$ cat src/rtl/steer_quad_ramp.sv
// Digital left/right steering to a 2-bit Gray-code quadrature pair for sprint1.
// Holding a direction shortens the step period at every ramp point, down to a floor.
module steer_quad_ramp #(
    parameter int DIV_W      = 16,
    parameter int PERIOD_MAX = 22500,
    parameter int PERIOD_MIN = 5625,
    parameter int PERIOD_DEC = 2812,
    parameter int RAMP_STEPS = 16
) (
    input  logic             CLK,
    input  logic             Reset_n,
    input  logic             ce,
    input  logic             left,
    input  logic             right,
    output logic             steer_a,
    output logic             steer_b,
    output logic             moving,
    output logic [DIV_W-1:0] period
);

    localparam int RAMP_W = (RAMP_STEPS > 1) ? $clog2(RAMP_STEPS) : 1;
    localparam logic [DIV_W-1:0] P_MAX     = DIV_W'(PERIOD_MAX);
    localparam logic [DIV_W-1:0] P_MIN     = DIV_W'(PERIOD_MIN);
    localparam logic [DIV_W-1:0] P_DEC     = DIV_W'(PERIOD_DEC);
    localparam logic [DIV_W:0]   P_FLOOR   = (DIV_W+1)'(PERIOD_MIN + PERIOD_DEC);
    localparam logic [RAMP_W-1:0] RAMP_LAST = RAMP_W'(RAMP_STEPS - 1);

    typedef enum logic [1:0] {
        IDLE  = 2'd0,
        RUN_R = 2'd1,
        RUN_L = 2'd2
    } state_t;

    // Gray-code step: right walks 00->01->11->10, left walks the reverse.
    function automatic logic [1:0] step_phase(input logic [1:0] ph, input logic fwd);
        logic [1:0] nxt;
        case (ph)
            2'b00:   nxt = fwd ? 2'b01 : 2'b10;
            2'b01:   nxt = fwd ? 2'b11 : 2'b00;
            2'b11:   nxt = fwd ? 2'b10 : 2'b01;
            2'b10:   nxt = fwd ? 2'b00 : 2'b11;
            default: nxt = 2'b00;
        endcase
        return nxt;
    endfunction

    // Shorten the period by one decrement, clamping at the floor without wrapping.
    function automatic logic [DIV_W-1:0] ramp_period(input logic [DIV_W-1:0] p);
        logic [DIV_W-1:0] nxt;
        if ({1'b0, p} <= P_FLOOR) begin
            nxt = P_MIN;
        end else begin
            nxt = p - P_DEC;
        end
        return nxt;
    endfunction

    logic              sync_l1_r, sync_l_r, sync_r1_r, sync_r_r;
    state_t            state_r, state_nxt_s;
    logic [1:0]        phase_r, phase_nxt_s;
    logic [DIV_W-1:0]  div_r, div_nxt_s;
    logic [DIV_W-1:0]  period_r, period_nxt_s;
    logic [RAMP_W-1:0] ramp_r, ramp_nxt_s;
    logic              moving_r;
    logic              dir_r_s, dir_l_s;

    assign dir_r_s = sync_r_r & ~sync_l_r;
    assign dir_l_s = sync_l_r & ~sync_r_r;

    // Next-state, divider, ramp and phase logic; everything holds while ce is low.
    always_comb begin
        state_nxt_s  = state_r;
        div_nxt_s    = div_r;
        ramp_nxt_s   = ramp_r;
        period_nxt_s = period_r;
        phase_nxt_s  = phase_r;
        if (ce) begin
            case (state_r)
                IDLE: begin
                    div_nxt_s    = '0;
                    ramp_nxt_s   = '0;
                    period_nxt_s = P_MAX;
                    if (dir_r_s) begin
                        state_nxt_s = RUN_R;
                    end else if (dir_l_s) begin
                        state_nxt_s = RUN_L;
                    end else begin
                        state_nxt_s = IDLE;
                    end
                end
                RUN_R, RUN_L: begin
                    if (!dir_r_s && !dir_l_s) begin
                        state_nxt_s  = IDLE;
                        div_nxt_s    = '0;
                        ramp_nxt_s   = '0;
                        period_nxt_s = P_MAX;
                    end else if ((state_r == RUN_R) == dir_l_s) begin
                        // Reversal restarts the ramp but keeps the phase continuous.
                        state_nxt_s  = dir_l_s ? RUN_L : RUN_R;
                        div_nxt_s    = '0;
                        ramp_nxt_s   = '0;
                        period_nxt_s = P_MAX;
                    end else if (div_r == period_r - DIV_W'(1)) begin
                        div_nxt_s   = '0;
                        phase_nxt_s = step_phase(phase_r, state_r == RUN_R);
                        if (ramp_r == RAMP_LAST) begin
                            ramp_nxt_s   = '0;
                            period_nxt_s = ramp_period(period_r);
                        end else begin
                            ramp_nxt_s = ramp_r + RAMP_W'(1);
                        end
                    end else begin
                        div_nxt_s = div_r + DIV_W'(1);
                    end
                end
                default: begin
                    state_nxt_s  = IDLE;
                    div_nxt_s    = '0;
                    ramp_nxt_s   = '0;
                    period_nxt_s = P_MAX;
                end
            endcase
        end else begin
            state_nxt_s = state_r;
        end
    end

    // Two-flop synchronisers for the asynchronous buttons; free-running, not ce-gated.
    always_ff @(posedge CLK or negedge Reset_n) begin
        if (!Reset_n) begin
            sync_l1_r <= 1'b0;
            sync_l_r  <= 1'b0;
            sync_r1_r <= 1'b0;
            sync_r_r  <= 1'b0;
        end else begin
            sync_l1_r <= left;
            sync_l_r  <= sync_l1_r;
            sync_r1_r <= right;
            sync_r_r  <= sync_r1_r;
        end
    end

    // FSM, counters, phase and registered status outputs.
    always_ff @(posedge CLK or negedge Reset_n) begin
        if (!Reset_n) begin
            state_r  <= IDLE;
            div_r    <= '0;
            ramp_r   <= '0;
            period_r <= P_MAX;
            phase_r  <= 2'b00;
            moving_r <= 1'b0;
        end else begin
            state_r  <= state_nxt_s;
            div_r    <= div_nxt_s;
            ramp_r   <= ramp_nxt_s;
            period_r <= period_nxt_s;
            phase_r  <= phase_nxt_s;
            moving_r <= (state_nxt_s != IDLE);
        end
    end

    assign steer_a = phase_r[1];
    assign steer_b = phase_r[0];
    assign moving  = moving_r;
    assign period  = period_r;

endmodule

$ cat config.mk
export PLATFORM = sky130hd
export DESIGN_NAME = steer_quad_ramp
export DESIGN_NICKNAME = d
export VERILOG_FILES = /design/src/rtl/steer_quad_ramp.sv
export SDC_FILE = /design/constraint.sdc
export NUM_CORES = 1
export LEC_CHECK = 0
export BUFFER_PORTS_ARGS = -buffer_cell sky130_fd_sc_hd__buf_2
export CORE_ASPECT_RATIO = 1.75
export CORE_MARGIN = 1
export CORE_UTILIZATION = 55
export CTS_BUF_LIST = sky130_fd_sc_hd__clkbuf_8
export DETAILED_ROUTE_END_ITERATION = 10
export GPL_ROUTABILITY_DRIVEN = 0
export PLACE_DENSITY = 0.74
export RECOVER_POWER = 50
export SLEW_MARGIN = 5
export SYNTH_ARGS = -nofsm -noshare
export SYNTH_HDL_FRONTEND = slang
export SYNTH_SLANG_ARGS = --single-unit
$ cat constraint.sdc
create_clock -name CLK -period 3.4 [get_ports CLK]
set_clock_uncertainty 0.05 [all_clocks]
set_input_delay 0.68 -clock CLK [delete_from_list [all_inputs] [get_ports CLK]]
set_output_delay 0.68 -clock CLK [all_outputs]
set_load 0.02 [all_outputs]
==> out/metrics.csv <==
metric,value,unit
H-tree depth,2,
HP Class,reg -> reg,
"Slew Viols, Final",45,
crit-path max FO,19,
Layout area overhead,8.493,%
Post-synth EDFFs,0,
WL/cell,16.69,um
multiplexer area fraction after synthesis,1.104,%
"slowest stage delay, CP",480,ps
I/O Pins,24,
met2 routed WL,3891,um
Seq cells post-synth,44,
largest family of logic cells by synthesized area,simple AND/OR/NAND/NOR gates,
slew margin rel.,-59.82,%
simple-gate portion of the synthesized area,23.86,%
failing checks,"max-capacitance violations, max-slew violations",
Critical Path Slowest Stage Cell,or4_1,
CTS Hold Bufs,0,
Synth Area in XOR/XNOR,8.917,%
pwr dens,335.4,mW/mm^2
drt total wl,6760,um
Vias,2485,
starting density of the core,58.21,%
Final period util,91.13,%
largest net degree at the start of global routing,45,
total power,1.072,mW
vias in the first global route,2532,
CP cell instances,inv_1 > ha_1 > or3b_4 > or4_1 > a22oi_1 > o211ai_1 > nor4bb_1 > and4_1 > buf_12 > a31oi_1 > a211o_1,
sequential share of the synthesized area,37.75,%
Rows,34,
maxcap violations,1,
Post-Route Setup TNS,0,ps
"Warnings, synthesis",0,
Setup crit start kind,register,
critical path arrival,3280,ps
first-pass GRT wire length,11700,um
Fin Hold WS,307.5,ps
"most common cell after layout, fill and taps aside",dfrtp_1,
number of nets in the layout,367,
RSZ-0062 raised after global routing,false,
total die area,0.005666,sq mm
share of layout cells above drive strength 1,15.67,%
Unique masters post-synth,62,
Setup crit end kind,register,
clock root buffer,clkbuf_8,
CTS Buffer Depth,2,
Sequential Area,0.001112,sq mm
actual slew at the worst max-slew pin,2397,ps
"Cell Area, Synth",0.002947,sq mm
Worst EP required,3590,ps
later-pin clock latency in the skew report,300,ps
port buffer count,22,
uppermost layer routed,met4,
"commonest cells after routing, fill and taps aside","35 x dfrtp_1, 27 x nor2_1, 21 x nand3_1, 20 x nand2_1, 19 x inv_1",
Syn Nets,348,
CTS tree,done,
setup repair bufs after CTS,0,
Lkg Pwr,1.343,nW
CTS Sinks,44,
asr flop ratio synth,100.0,%
Synth Instances,331,
wl on met1,2584,um
"Hold Vio Cnt, Final",0,
Synth Area in Adders,5.435,%
ant diodes,0,
CTS resizes,0,
Final setup viols,0,
Routed Antenna Nets,0,
status,"finished, violations left",
Avg Inst Size Synth,8.902,sq um
die height,98.83,um
Total GRT Usage,26.47,%
# fillers,457,
post-detail-place hpwl,4997,um
area of the multi-input gates,0.001657,sq mm
drc violations,0,
Compound-Gate Fraction of Synth Area,16.77,%
first drt pass iteration count,4,
VDD IR max,0.0003023,V
met3 routed wirelength,180,um
Die X,57.33,um
Synth Flop Type,dfrtp_1,
core area,0.005062,sq mm
number of vias per cell,6.136,
CP Class,reg -> reg,
initial drt markers,136,
initial antenna violation count,0,
crit path time final,3099,ps
Fmax,322.7,MHz
CTS buffer count,5,
"CTS clk-pin slew, worst paths",90,ps
grt total ovfl,0,
[final cells by class]
| type | count | share of cell area, % |
|---|---|---|
| clock inverters | 3 | 1.331 |
| multi-input cells | 250 | 51.82 |
| clock buffers | 5 | 2.153 |
| well taps | 54 | 2.114 |
| inverters | 19 | 2.231 |
| repair buffers | 30 | 5.558 |
| flip-flops and latches | 44 | 34.79 |
[cells by family (layout without fill, tap and decap cells)]
kind of cell               after synthesis  count (layout)
and+or+nand+nor                        128             128
DFF                                     44              44
buffers and inverters                   37              57
other                                    1               1
muxes                                    3               3
AOI/OAI and AO/OA                       75              75
adders and majority gates               13              13
xor gates and xnor gates                30              30
[per-stage QoR]
step | utilization (%) | worst slack, ps | cells | area [sq um]
after CTS | 63.25 | 332.3 | 405 | 3202
after detailed placement | 61.05 | 333.6 | 397 | 3090
final | 63.15 | 301.5 | 405 | 3197
after floorplan | - | 357.1 | 331 | 2947
after global routing | 63.15 | 75.91 | 405 | 3197
after global placement | 61.05 | 414.7 | 397 | 3090
[report_power, final]
group	total, mW	internal [mW]	leakage, nW	switching (mW)
clock	0.407	0.218	0.0541	0.190
sequential	0.547	0.537	0.571	0.00946
combinational	0.118	0.0399	0.717	0.0782
total	1.07	0.795	1.34	0.277
[final timing paths]
kind                                       start                     end  slack, ps  cells past startpoint
max                        period[2]$_DFFE_PN1P_  period[14]$_DFFE_PN1P_        300                     11
min                          sync_l1_r$_DFF_PN0_      sync_l_r$_DFF_PN0_        310                      0
max reg2reg                period[2]$_DFFE_PN1P_  period[14]$_DFFE_PN1P_        300                     11
min reg2reg                  sync_l1_r$_DFF_PN0_      sync_l_r$_DFF_PN0_        310                      0
max in group asynchronous                Reset_n    div_r[0]$_DFFE_PN0P_        870                      1
min in group asynchronous                Reset_n   period[4]$_DFFE_PN0P_       1040                      1
[synthesized netlist by cell type (4+ instances only)]
cell type	instances	area, sq um
and3_1	9	56.30
a21oi_1	16	80.08
nand2_1	20	75.07
o21ai_1	6	30.03
clkbuf_1	12	45.04
o21a_1	4	30.03
or4_1	4	30.03
nand2b_1	8	50.05
ha_1	12	150.1
dfstp_2	9	236.5
dfrtp_1	35	875.8
inv_1	19	71.32
nor2_1	27	101.4
o21ai_0	14	70.07
nand3_1	21	105.1
nor3_1	11	55.05
nor2b_1	5	31.28
xor2_1	13	113.9
a21boi_0	5	37.54
xnor2_1	17	148.9
o22ai_1	4	25.02
[state kept, by name (all words and copies together) (netlist names), 2 cells and up]
register,cells
div_r,16
period,15
ramp_r,4
phase_r,2
state_r,2
[per-layer routing]
metal / up-vias / GRT usage, %
li1: 1205 / -
met1: 1222 / 28.69
met2: 46 / 50.05
met3: 12 / 3.018
met4: 0 / 11.44
met5: - / 0
[worst max-delay path: cells and delay by family (launching register included)]
family | cells | cell delay (ps)
flops | 1 | 440
buf+inv | 2 | 260
compound gates | 4 | 690
simple gates | 4 | 1420
fa+ha+maj | 1 | 180
(Power assumes the default switching activity.)
